$ cat src/rtl/hilo_muldiv_ctrl_if.sv
// Execute-stage <-> HI/LO mult/div sequencer signal bundle.
// Latency: n/a (wiring only).
// Backpressure: the execute stage must stall issue while Busy is high.
// Optional Div_zero member exists only when MULDIV_DIV0_TRAP_EN is defined.
interface hilo_muldiv_ctrl_if #(
  parameter int WIDTH = 32
);
  logic             Start;
  logic [5:0]       Function_opcode;
  logic             Flush;
  logic [WIDTH-1:0] Read_data_1;
  logic [WIDTH-1:0] Read_data_2;
  logic             Busy;
  logic             Done;
  logic [WIDTH-1:0] HI_result;
  logic [WIDTH-1:0] LO_result;
`ifdef MULDIV_DIV0_TRAP_EN
  logic             Div_zero;
`endif

  // Execute stage side: issues ops, observes status and HI/LO.
  modport master (
    output Start, Function_opcode, Flush, Read_data_1, Read_data_2,
`ifdef MULDIV_DIV0_TRAP_EN
    input  Div_zero,
`endif
    input  Busy, Done, HI_result, LO_result
  );

  // Sequencer side.
  modport slave (
    input  Start, Function_opcode, Flush, Read_data_1, Read_data_2,
`ifdef MULDIV_DIV0_TRAP_EN
    output Div_zero,
`endif
    output Busy, Done, HI_result, LO_result
  );
endinterface

$ cat src/rtl/hilo_muldiv_ctrl.sv
// Multi-cycle mult/multu/div/divu sequencer; owns architectural HI/LO (mthi/mtlo write directly).
// Latency: Start -> Done is WIDTH+2 cycles; mthi/mtlo take effect at the Start edge.
// Backpressure: Busy high while an op is in flight; Start during Busy is dropped, Flush aborts.
// Optional: define MULDIV_DIV0_TRAP_EN to trap divide-by-zero (Div_zero pulse, HI/LO untouched).
module hilo_muldiv_ctrl #(
  parameter int WIDTH = 32
) (
  input  logic                clock,
  input  logic                reset,
  hilo_muldiv_ctrl_if.slave   bus
);

  localparam int CW = $clog2(WIDTH) + 1;

  localparam logic [5:0] F_MULT  = 6'h18;
  localparam logic [5:0] F_MULTU = 6'h19;
  localparam logic [5:0] F_DIV   = 6'h1A;
  localparam logic [5:0] F_DIVU  = 6'h1B;
  localparam logic [5:0] F_MTHI  = 6'h11;
  localparam logic [5:0] F_MTLO  = 6'h13;

  typedef enum logic [1:0] {
    S_IDLE = 2'd0,
    S_MUL  = 2'd1,
    S_DIV  = 2'd2,
    S_FIX  = 2'd3
  } state_t;

  state_t           state_q, state_d;
  logic [CW-1:0]    count_q;

  // Iteration registers, shared by multiplier and divider:
  //   mul: hi_acc = running high half, lo_acc = multiplier shifting out / product low half
  //   div: hi_acc = partial remainder, lo_acc = dividend shifting out / quotient shifting in
  logic [WIDTH-1:0] hi_acc_q, lo_acc_q;
  logic [WIDTH-1:0] op_q;        // |multiplicand| or |divisor|
  logic             is_div_q;
  logic             neg_lo_q;    // negate product / quotient at fix-up
  logic             neg_hi_q;    // negate high product / remainder at fix-up
  logic             div0_q;      // latched divisor == 0
`ifndef MULDIV_DIV0_TRAP_EN
  logic [WIDTH-1:0] raw_a_q;     // dividend as issued, returned in HI on divide by zero
`endif

  logic [WIDTH-1:0] hi_q, lo_q;
  logic             done_q;
`ifdef MULDIV_DIV0_TRAP_EN
  logic             div_zero_q;
  logic             div_zero_d;
`endif

  // FSM control strobes
  logic accept, iter, fix_we, mthi_we, mtlo_we, done_d;

  // Issue decode
  logic             is_mul_op, is_div_op, is_signed_op, a_neg, b_neg, b_zero;
  logic [WIDTH-1:0] a_mag, b_mag;

  assign is_mul_op    = (bus.Function_opcode == F_MULT) || (bus.Function_opcode == F_MULTU);
  assign is_div_op    = (bus.Function_opcode == F_DIV)  || (bus.Function_opcode == F_DIVU);
  assign is_signed_op = (bus.Function_opcode == F_MULT) || (bus.Function_opcode == F_DIV);
  assign a_neg        = is_signed_op & bus.Read_data_1[WIDTH-1];
  assign b_neg        = is_signed_op & bus.Read_data_2[WIDTH-1];
  assign a_mag        = a_neg ? -bus.Read_data_1 : bus.Read_data_1;
  assign b_mag        = b_neg ? -bus.Read_data_2 : bus.Read_data_2;
  assign b_zero       = (bus.Read_data_2 == '0);

  // One radix-2 step of shift-add multiply and restoring divide.
  logic [WIDTH:0]   mul_sum;
  logic [WIDTH:0]   div_shift;
  logic             div_ge;
  logic [WIDTH-1:0] div_diff;
  logic [WIDTH-1:0] hi_nxt, lo_nxt;

  // Next iteration values; the unselected datapath is simply ignored.
  always_comb begin
    mul_sum   = {1'b0, hi_acc_q} + (lo_acc_q[0] ? {1'b0, op_q} : '0);
    div_shift = {hi_acc_q, lo_acc_q[WIDTH-1]};
    div_ge    = (div_shift >= {1'b0, op_q});
    // When the trial subtraction succeeds the remainder is below the divisor,
    // so the WIDTH-bit wrapped difference is exact.
    div_diff  = div_shift[WIDTH-1:0] - op_q;
    hi_nxt    = '0;
    lo_nxt    = '0;
    if (is_div_q) begin
      hi_nxt = div_ge ? div_diff : div_shift[WIDTH-1:0];
      lo_nxt = {lo_acc_q[WIDTH-2:0], div_ge};
    end else begin
      hi_nxt = mul_sum[WIDTH:1];
      lo_nxt = {mul_sum[0], lo_acc_q[WIDTH-1:1]};
    end
  end

  // Final sign correction of the unsigned magnitude result.
  logic [2*WIDTH-1:0] prod_mag, prod_fix;
  logic [WIDTH-1:0]   fix_hi, fix_lo;

  // Select mul product halves or div quotient/remainder with signs restored.
  always_comb begin
    prod_mag = {hi_acc_q, lo_acc_q};
    prod_fix = neg_lo_q ? -prod_mag : prod_mag;
    fix_hi   = prod_fix[2*WIDTH-1:WIDTH];
    fix_lo   = prod_fix[WIDTH-1:0];
    if (is_div_q) begin
      fix_lo = neg_lo_q ? -lo_acc_q : lo_acc_q;
      fix_hi = neg_hi_q ? -hi_acc_q : hi_acc_q;
`ifndef MULDIV_DIV0_TRAP_EN
      // Divide by zero still runs full latency but returns a fixed pattern.
      if (div0_q) begin
        fix_lo = '1;
        fix_hi = raw_a_q;
      end
`endif
    end
  end

  // State register; reset overrides everything.
  always_ff @(posedge clock) begin
    if (reset) state_q <= S_IDLE;
    else       state_q <= state_d;
  end

  // Next state and per-cycle control strobes; Flush beats Start.
  always_comb begin
    state_d = state_q;
    accept  = 1'b0;
    iter    = 1'b0;
    fix_we  = 1'b0;
    mthi_we = 1'b0;
    mtlo_we = 1'b0;
    done_d  = 1'b0;
`ifdef MULDIV_DIV0_TRAP_EN
    div_zero_d = 1'b0;
`endif
    if (bus.Flush) begin
      state_d = S_IDLE;
    end else begin
      case (state_q)
        S_IDLE: begin
          if (bus.Start) begin
            if (is_mul_op) begin
              accept  = 1'b1;
              state_d = S_MUL;
            end else if (is_div_op) begin
              accept  = 1'b1;
`ifdef MULDIV_DIV0_TRAP_EN
              state_d = b_zero ? S_FIX : S_DIV;
`else
              state_d = S_DIV;
`endif
            end else if (bus.Function_opcode == F_MTHI) begin
              mthi_we = 1'b1;
            end else if (bus.Function_opcode == F_MTLO) begin
              mtlo_we = 1'b1;
            end
          end
        end
        S_MUL, S_DIV: begin
          iter = 1'b1;
          if (count_q == CW'(WIDTH - 1)) state_d = S_FIX;
        end
        S_FIX: begin
          done_d  = 1'b1;
          state_d = S_IDLE;
`ifdef MULDIV_DIV0_TRAP_EN
          if (div0_q) div_zero_d = 1'b1;
          else        fix_we     = 1'b1;
`else
          fix_we = 1'b1;
`endif
        end
        default: state_d = S_IDLE;
      endcase
    end
  end

  // Operand latch, iteration registers and architectural HI/LO.
  always_ff @(posedge clock) begin
    if (reset) begin
      count_q  <= '0;
      hi_acc_q <= '0;
      lo_acc_q <= '0;
      op_q     <= '0;
      is_div_q <= 1'b0;
      neg_lo_q <= 1'b0;
      neg_hi_q <= 1'b0;
      div0_q   <= 1'b0;
`ifndef MULDIV_DIV0_TRAP_EN
      raw_a_q  <= '0;
`endif
      hi_q     <= '0;
      lo_q     <= '0;
      done_q   <= 1'b0;
`ifdef MULDIV_DIV0_TRAP_EN
      div_zero_q <= 1'b0;
`endif
    end else begin
      done_q <= done_d;
`ifdef MULDIV_DIV0_TRAP_EN
      div_zero_q <= div_zero_d;
`endif
      if (accept) begin
        count_q  <= '0;
        hi_acc_q <= '0;
        is_div_q <= is_div_op;
        div0_q   <= b_zero;
        neg_lo_q <= a_neg ^ b_neg;
`ifndef MULDIV_DIV0_TRAP_EN
        raw_a_q  <= bus.Read_data_1;
`endif
        if (is_div_op) begin
          op_q     <= b_mag;
          lo_acc_q <= a_mag;
          neg_hi_q <= a_neg;           // remainder follows the dividend
        end else begin
          op_q     <= a_mag;
          lo_acc_q <= b_mag;
          neg_hi_q <= a_neg ^ b_neg;
        end
      end else if (iter) begin
        count_q  <= count_q + CW'(1);
        hi_acc_q <= hi_nxt;
        lo_acc_q <= lo_nxt;
      end

      if (mthi_we) hi_q <= bus.Read_data_1;
      if (mtlo_we) lo_q <= bus.Read_data_1;
      if (fix_we) begin
        hi_q <= fix_hi;
        lo_q <= fix_lo;
      end
    end
  end

  assign bus.Busy      = (state_q != S_IDLE);
  assign bus.Done      = done_q;
  assign bus.HI_result = hi_q;
  assign bus.LO_result = lo_q;
`ifdef MULDIV_DIV0_TRAP_EN
  assign bus.Div_zero  = div_zero_q;
`endif

endmodule

$ cat src/flat_wrapper.sv
// flat-port wrapper written by rule: the top's interface ports become plain ports
module hilo_muldiv_ctrl_flat 
#(
  parameter int WIDTH = 32
)
  (clock, reset, bus_Start, bus_Function_opcode, bus_Flush, bus_Read_data_1, bus_Read_data_2, bus_Busy, bus_Done, bus_HI_result, bus_LO_result);
  hilo_muldiv_ctrl_if #(.WIDTH(WIDTH)) bus_i ();
  input  logic clock;
  input  logic reset;
  input wire logic [$bits(bus_i.Start)-1:0] bus_Start;
  input wire logic [$bits(bus_i.Function_opcode)-1:0] bus_Function_opcode;
  input wire logic [$bits(bus_i.Flush)-1:0] bus_Flush;
  input wire logic [$bits(bus_i.Read_data_1)-1:0] bus_Read_data_1;
  input wire logic [$bits(bus_i.Read_data_2)-1:0] bus_Read_data_2;
  output wire logic [$bits(bus_i.Busy)-1:0] bus_Busy;
  output wire logic [$bits(bus_i.Done)-1:0] bus_Done;
  output wire logic [$bits(bus_i.HI_result)-1:0] bus_HI_result;
  output wire logic [$bits(bus_i.LO_result)-1:0] bus_LO_result;
  assign bus_i.Start = bus_Start;
  assign bus_i.Function_opcode = bus_Function_opcode;
  assign bus_i.Flush = bus_Flush;
  assign bus_i.Read_data_1 = bus_Read_data_1;
  assign bus_i.Read_data_2 = bus_Read_data_2;
  assign bus_Busy = bus_i.Busy;
  assign bus_Done = bus_i.Done;
  assign bus_HI_result = bus_i.HI_result;
  assign bus_LO_result = bus_i.LO_result;
  hilo_muldiv_ctrl #(.WIDTH(WIDTH)) u_core (.clock(clock), .reset(reset), .bus(bus_i));
endmodule
$ cat config.mk
export PLATFORM = sky130hd
export DESIGN_NAME = hilo_muldiv_ctrl_flat
export DESIGN_NICKNAME = d
export VERILOG_FILES = /design/src/rtl/hilo_muldiv_ctrl_if.sv /design/src/rtl/hilo_muldiv_ctrl.sv /design/src/flat_wrapper.sv
export SDC_FILE = /design/constraint.sdc
export NUM_CORES = 1
export LEC_CHECK = 0
export BUFFER_PORTS_ARGS = -buffer_cell sky130_fd_sc_hd__buf_2
export CORE_ASPECT_RATIO = 0.9
export CORE_MARGIN = 8
export CORE_UTILIZATION = 50
export CTS_BUF_LIST = sky130_fd_sc_hd__clkbuf_4 sky130_fd_sc_hd__clkbuf_8
export DETAILED_ROUTE_END_ITERATION = 8
export PLACE_DENSITY = 0.71
export SLEW_MARGIN = 15
export SYNTH_ARGS = -nofsm -noshare
export SYNTH_HDL_FRONTEND = slang
export SYNTH_SLANG_ARGS = --single-unit
$ cat constraint.sdc
create_clock -name clock -period 3.5 [get_ports clock]
set_input_delay 0.175 -clock clock [delete_from_list [all_inputs] [get_ports clock]]
set_output_delay 0.175 -clock clock [all_outputs]
set_load 0.1 [all_outputs]
Word level (Yosys, flattened, before mapping)
Cells that the tools add are included.
{"block": "word_totals", "inputBits": 74, "word_cells": 100, "out_inout_bits": 66, "register_bits": 205}
{"block": "classes", "reduce_logical": 13, "add_sub_neg": 8, "mux": 49, "n_bitwise": 3, "n_eq_ne": 13, "magnitude_cmp": 1}
{"cell": "32-bit 2-to-1 mux", "count": 20}
{"cell": "32-bit negation", "count": 4}
{"cell": "64-bit 2-to-1 mux", "count": 1}
{"cell": "64-bit negation", "count": 1}
{"cell": "6-bit by 5-bit equality test with 1-bit output, second input constant", "count": 7}
{"cell": "32-bit by 33-bit adder with 33-bit output", "count": 1}
{"cell": "33-bit by 32-bit >= comparator with 1-bit output", "count": 1}
{"cell": "32-bit logical NOT", "count": 1}
{"cell": "32-bit subtractor", "count": 1}
{"cell": "1-bit 2-to-1 mux", "count": 23}
{"cell": "2-bit 2-to-1 mux", "count": 4}
{"cell": "2-bit nonzero test", "count": 4}
{"cell": "6-bit by 1-bit adder with 6-bit output, second input constant", "count": 1}
{"cell": "2-bit one-hot mux with 3 select lines", "count": 1}
{"cell": "2-bit OR reduction", "count": 3}
{"cell": "2-bit equality test, second input constant", "count": 2}
{"cell": "1-bit logical OR", "count": 3}
{"cell": "3-bit by 1-bit inequality test with 1-bit output, second input constant", "count": 1}
{"cell": "3-bit AND reduction", "count": 1}
{"cell": "1-bit AND", "count": 2}
{"cell": "2-bit by 1-bit equality test with 1-bit output, second input constant", "count": 1}
{"cell": "2-bit logical NOT", "count": 1}
{"cell": "2-bit by 1-bit inequality test with 1-bit output, second input constant", "count": 1}
{"cell": "2-bit inequality test, second input constant", "count": 1}
{"cell": "1-bit bitwise XOR", "count": 1}

Longest topological paths before layout
{"block": "logic_depth", "ltp_word": 10, "mapped_depth": 16, "depth_no_buf": 13}

Worst setup path before layout
Ideal clock, no wire load.
{"block": "synth_path", "kind": "register to register", "startpoint": "reg u_core.lo_acc_q[0]", "endpoint": "reg u_core.hi_acc_q[24]", "n_path_buf": 1, "stages_incl_launch_ff": 15, "t_arrival_ns": 3.276, "setup_slack_ns": 0.102, "setup_time_ns": 0.122, "period_less_slack_ns": 3.398, "required_time_ns": 3.378, "path_cell_list": "dfxtp_1 -> clkinv_1 -> clkbuf_1 -> nor2_1 -> ha_1 -> a21o_1 -> o21bai_1 -> a21o_1 -> a221oi_1 -> o211ai_1 -> a41oi_1 -> o21ai_0 -> a21oi_1 -> xnor2_1 -> a221o_1"}
{"block": "synth_between", "elab_chain_len": 3}
{"element": "start, declared", "line_no": "hilo_muldiv_ctrl.sv:35", "source": "logic [WIDTH-1:0] hi_acc_q, lo_acc_q;"}
{"element": "start signal, assigned", "line_no": "hilo_muldiv_ctrl.sv:213", "source": "lo_acc_q <= a_mag;"}
{"element": "start signal, assigned", "line_no": "hilo_muldiv_ctrl.sv:217", "source": "lo_acc_q <= b_mag;"}
{"element": "start signal, assigned", "line_no": "hilo_muldiv_ctrl.sv:223", "source": "lo_acc_q <= lo_nxt;"}
{"element": "32-bit 2-to-1 mux", "line_no": "hilo_muldiv_ctrl.sv:77", "source": "mul_sum = {1'b0, hi_acc_q} + (lo_acc_q[0] ? {1'b0, op_q} : '0);"}
{"element": "32-bit by 33-bit adder with 33-bit output", "line_no": "hilo_muldiv_ctrl.sv:77"}
{"element": "32-bit 2-to-1 mux", "line_no": "hilo_muldiv_ctrl.sv:85", "source": "if (is_div_q) begin"}
{"element": "end signal, assigned", "line_no": "hilo_muldiv_ctrl.sv:222", "source": "hi_acc_q <= hi_nxt;"}
{"element": "end, declared", "line_no": "hilo_muldiv_ctrl.sv:35"}
No other way between the ends.
A chain may end at the register's enable or synchronous reset.

Worst setup path after layout
{"block": "layout_path", "startpoint": "reg u_core.hi_acc_q[0]", "endpoint": "reg u_core.hi_acc_q[24]"}
{"block": "layout_between", "elab_chain_len": 3, "elab_cells_between_ends": 5, "cone_classes": "add/sub (2); order compare (1); mux (2)"}
{"element": "32-bit subtractor or 33-bit by 32-bit >= comparator with 1-bit output (tied branches)", "line_no": "hilo_muldiv_ctrl.sv:82, hilo_muldiv_ctrl.sv:79"}
{"element": "32-bit 2-to-1 mux", "line_no": "hilo_muldiv_ctrl.sv:86", "source": "hi_nxt = div_ge ? div_diff : div_shift[WIDTH-1:0];"}
{"element": "32-bit 2-to-1 mux (*)", "line_no": "hilo_muldiv_ctrl.sv:85"}
Every way passes the cells marked *; elsewhere a longest branch is shown, timed or not.

==> reports/qor.yml <==
pwr-share-clk: 0.382
synth_top_cell_area_share: 0.246
max-cap-violations: 0
synth.avg_cell_area_um2: 7.36
grt_use_met2: 0.466
peakVddDrop_mv: 0.208
fin_nets: 2571
cellInternalPower_mw: 4.30
coreArea_um2: 32900
grt_overflow_total: 0
place_congestion: 0.989
min_from: "bus_Function_opcode[0]"
leakage_nw: 7.80
postSynthCellCount: 2271
startpoint_type: "flip-flop"
async_flop_share: 0
cts_tree: "done"
cts.sinks: 205
area_growth_pct: 16.1
yosysSeqAreaShare: 0.246
drcViolationCount: 1
dieArea_um2: 39500
die_h_um: 189
swShare: 0.339
placedCellCount: 2768
reg2reg_slack_ns: 0.16
synth_warnings: 0
worstPathArrival_ns: 3.78
synth_ff_type: "dfxtp_1"
fin_tns_setup_ns: 0
syn-num-nets: 2419
h-tree-depth: 2
tightest_slew_ns: 1.00
hold_viol: 0
power_frac_comb: 0.250
finalCriticalPeriod_ns: 3.34
period_share: 0.953
cts_made_buffers: 38
hp-class: "in -> reg"
clk_latency_ns: 0.59
pwr-share-seq: 0.367
finalInstanceArea_um2: 19400
dp_worst_setup_slack_ns: -0.0194
n_antenna_cell: 0
global_route.usage.met1: 0.447
rsz0062_at_grt: "no"
num_vias: 18375
grt_max_degree: 101
ant_nets: 0
syn-cell-area_um2: 16700
fin_worst_skew_ns: 0.0384
yosysMostFrequentCell: "nand2_1"
worstSetupEndpointType: "flip-flop"
path_clk_slew_ns: 0.07
layout-drive-gt1-share: 0.148
min_to: "u_core.neg_hi_q"
clockRootBuffer: "clkbuf_8"
setup_viol: 0
fin_ws_ns: 0.164
seq_area_um2: 4110
portBuffers: 139
ioPinCount: 140
grt_pass1_wl_um: 100000
drt_pass1_iterations: 9
cp_max_fo: 6
finalPower_mw: 6.51
place_area_um2: 18200
antenna_found_initial: 3
hold_depth: 4
synth-edff-count: 0
status: "finished, violations left"
yosys-top-cells-count: "nand2_1, dfxtp_1, nor2_1"
cts.path.max_buffers: 3
vias_per_cell: 6.40
finalNonFillerCells: 2873
r2r_start: "u_core.hi_acc_q[0]"
nFillCells: 3137
finalWirelength_um: 66600
slew_violations: 0
track_usage: 0.320
synth_area_leader_cell: "dfxtp_1"
reg2reg_depth: 12
use_met3: 0.0853
die-width_um: 209
grt_pass1_vias: 16859
synth.area.top_cells: "dfxtp_1, mux2i_1, nand2_1, a21oi_1, ha_1"
synth_cell_types: 71
rows: 63
multi_input_area_um2: 11800
ys_ff_latch: 205
holdWs_ns: 0.0310
initialDrtViolationCount: 2445
powerDensity_nw_per_um2: 335
timing.rr.end: "u_core.hi_acc_q[24]"
critPathKind: "reg -> reg"
violations: "design-rule violations"
cp_data_required_time_ns: 3.94
initial_core_util: 0.507
relSlewSlack: 0.332
switching_power_mw: 2.20
hpwl_um: 49700
final_core_util: 0.589
drt-wirelength-per-cell_um: 23.2
timing.fmax_ghz: 0.300
top_usage_layer: "met2"
==> sequential cells by signal, summed over array words and instances (netlist names) <==
name	cells
u_core.lo_acc_q	32
u_core.neg_hi_q	1
u_core.state_q	2
u_core.op_q	32
u_core.raw_a_q	32
u_core.hi_acc_q	32
u_core.bus.Done	1
u_core.div0_q	1
u_core.is_div_q	1
u_core.count_q	6
u_core.bus.HI_result	32
u_core.bus.LO_result	32
u_core.neg_lo_q	1
==> layout make-up <==
| type | count | share of cell area |
|---|---|---|
| well taps | 422 | 0.0272 |
| flip-flops and latches | 205 | 0.212 |
| multi-input cells | 1822 | 0.606 |
| clock buffers | 61 | 0.0387 |
| repair buffers | 289 | 0.101 |
| inverters | 67 | 0.0132 |
| clock inverters | 7 | 0.00226 |
==> placed cells by master (no fill, tap or decap), types with 15 or more instances in the layout <==
| cell | count |
|---|---|
| a211oi_1 | 40 |
| mux2i_1 | 135 |
| o211ai_1 | 58 |
| o31ai_1 | 35 |
| nor4_1 | 20 |
| or3_1 | 20 |
| nand3_1 | 50 |
| ha_1 | 72 |
| nor2b_1 | 17 |
| dfxtp_1 | 202 |
| xor2_1 | 97 |
| xnor2_1 | 90 |
| nor2_1 | 195 |
| clkbuf_8 | 47 |
| a21oi_1 | 192 |
| dlygate4sd3_1 | 33 |
| inv_1 | 63 |
| nand2_1 | 296 |
| or4_1 | 15 |
| o21ai_0 | 154 |
| buf_4 | 113 |
| nor3_1 | 43 |
| a221oi_1 | 39 |
| buf_2 | 138 |
| a221o_1 | 17 |
| nand2b_1 | 17 |
| a21o_1 | 21 |
| a31oi_1 | 25 |
==> critical path, stage by stage, from the launching register on <==
cell,delay (ns)
dfxtp_1,0.43
inv_1,0.15
fa_1,0.43
nor2b_1,0.26
o31a_1,0.21
o21ai_0,0.24
or3_1,0.46
a311oi_2,0.30
xnor2_1,0.16
nor2_1,0.06
a21oi_1,0.19
nor2_1,0.06
a221o_1,0.26
==> kinds of logic (layout without fill, tap and decap cells) <==
family | after synthesis | in the layout | share of synthesized area
compound gates | 677 | 678 | 0.258
xor+xnor | 187 | 187 | 0.0980
fa+ha+maj | 74 | 74 | 0.0563
buf+inv | 245 | 424 | 0.0560
flops | 205 | 205 | 0.246
mux | 137 | 137 | 0.0822
simple gates | 746 | 746 | 0.203
==> timing repair <==
item | 4_1_cts | 5_1_grt
resized for setup | 1 | 12
setup endpoints to repair | 2 | 25
hold endpoints to repair | 34 | 0
cloned | 0 | 1
pin swaps | 0 | 2
setup buffers | 0 | 3
hold buffers | 33 | 0
==> power groups by stage <==
stage / registers, mW / clock network, mW / logic, mW
after global routing: 2.39 / 2.61 / 1.73
after CTS: 2.39 / 2.50 / 1.53
final: 2.39 / 2.49 / 1.63
after global placement: 2.44 / 0 / 1.48
after detailed placement: 2.44 / 0 / 1.49
after floorplan: 2.45 / 0 / 0.915
==> worst max path at each step <==
stage	endpoint	depth (start not counted)	start
final	u_core.hi_acc_q[24]	12	u_core.hi_acc_q[0]
after global routing	u_core.hi_acc_q[24]	15	u_core.lo_acc_q[0]
after CTS	u_core.hi_acc_q[24]	15	u_core.lo_acc_q[0]
after detailed placement	u_core.hi_acc_q[29]	12	u_core.hi_acc_q[8]
after global placement	u_core.hi_acc_q[26]	13	u_core.op_q[9]
after floorplan	u_core.hi_acc_q[24]	14	u_core.lo_acc_q[0]
==> metal layers <==
metal,vias up,part of all wire
li1,8507,-
met1,8596,0.42
met2,1107,0.42
met3,163,0.12
met4,2,0.038
met5,-,0.00018
Power figures use the tool's default switching activity.
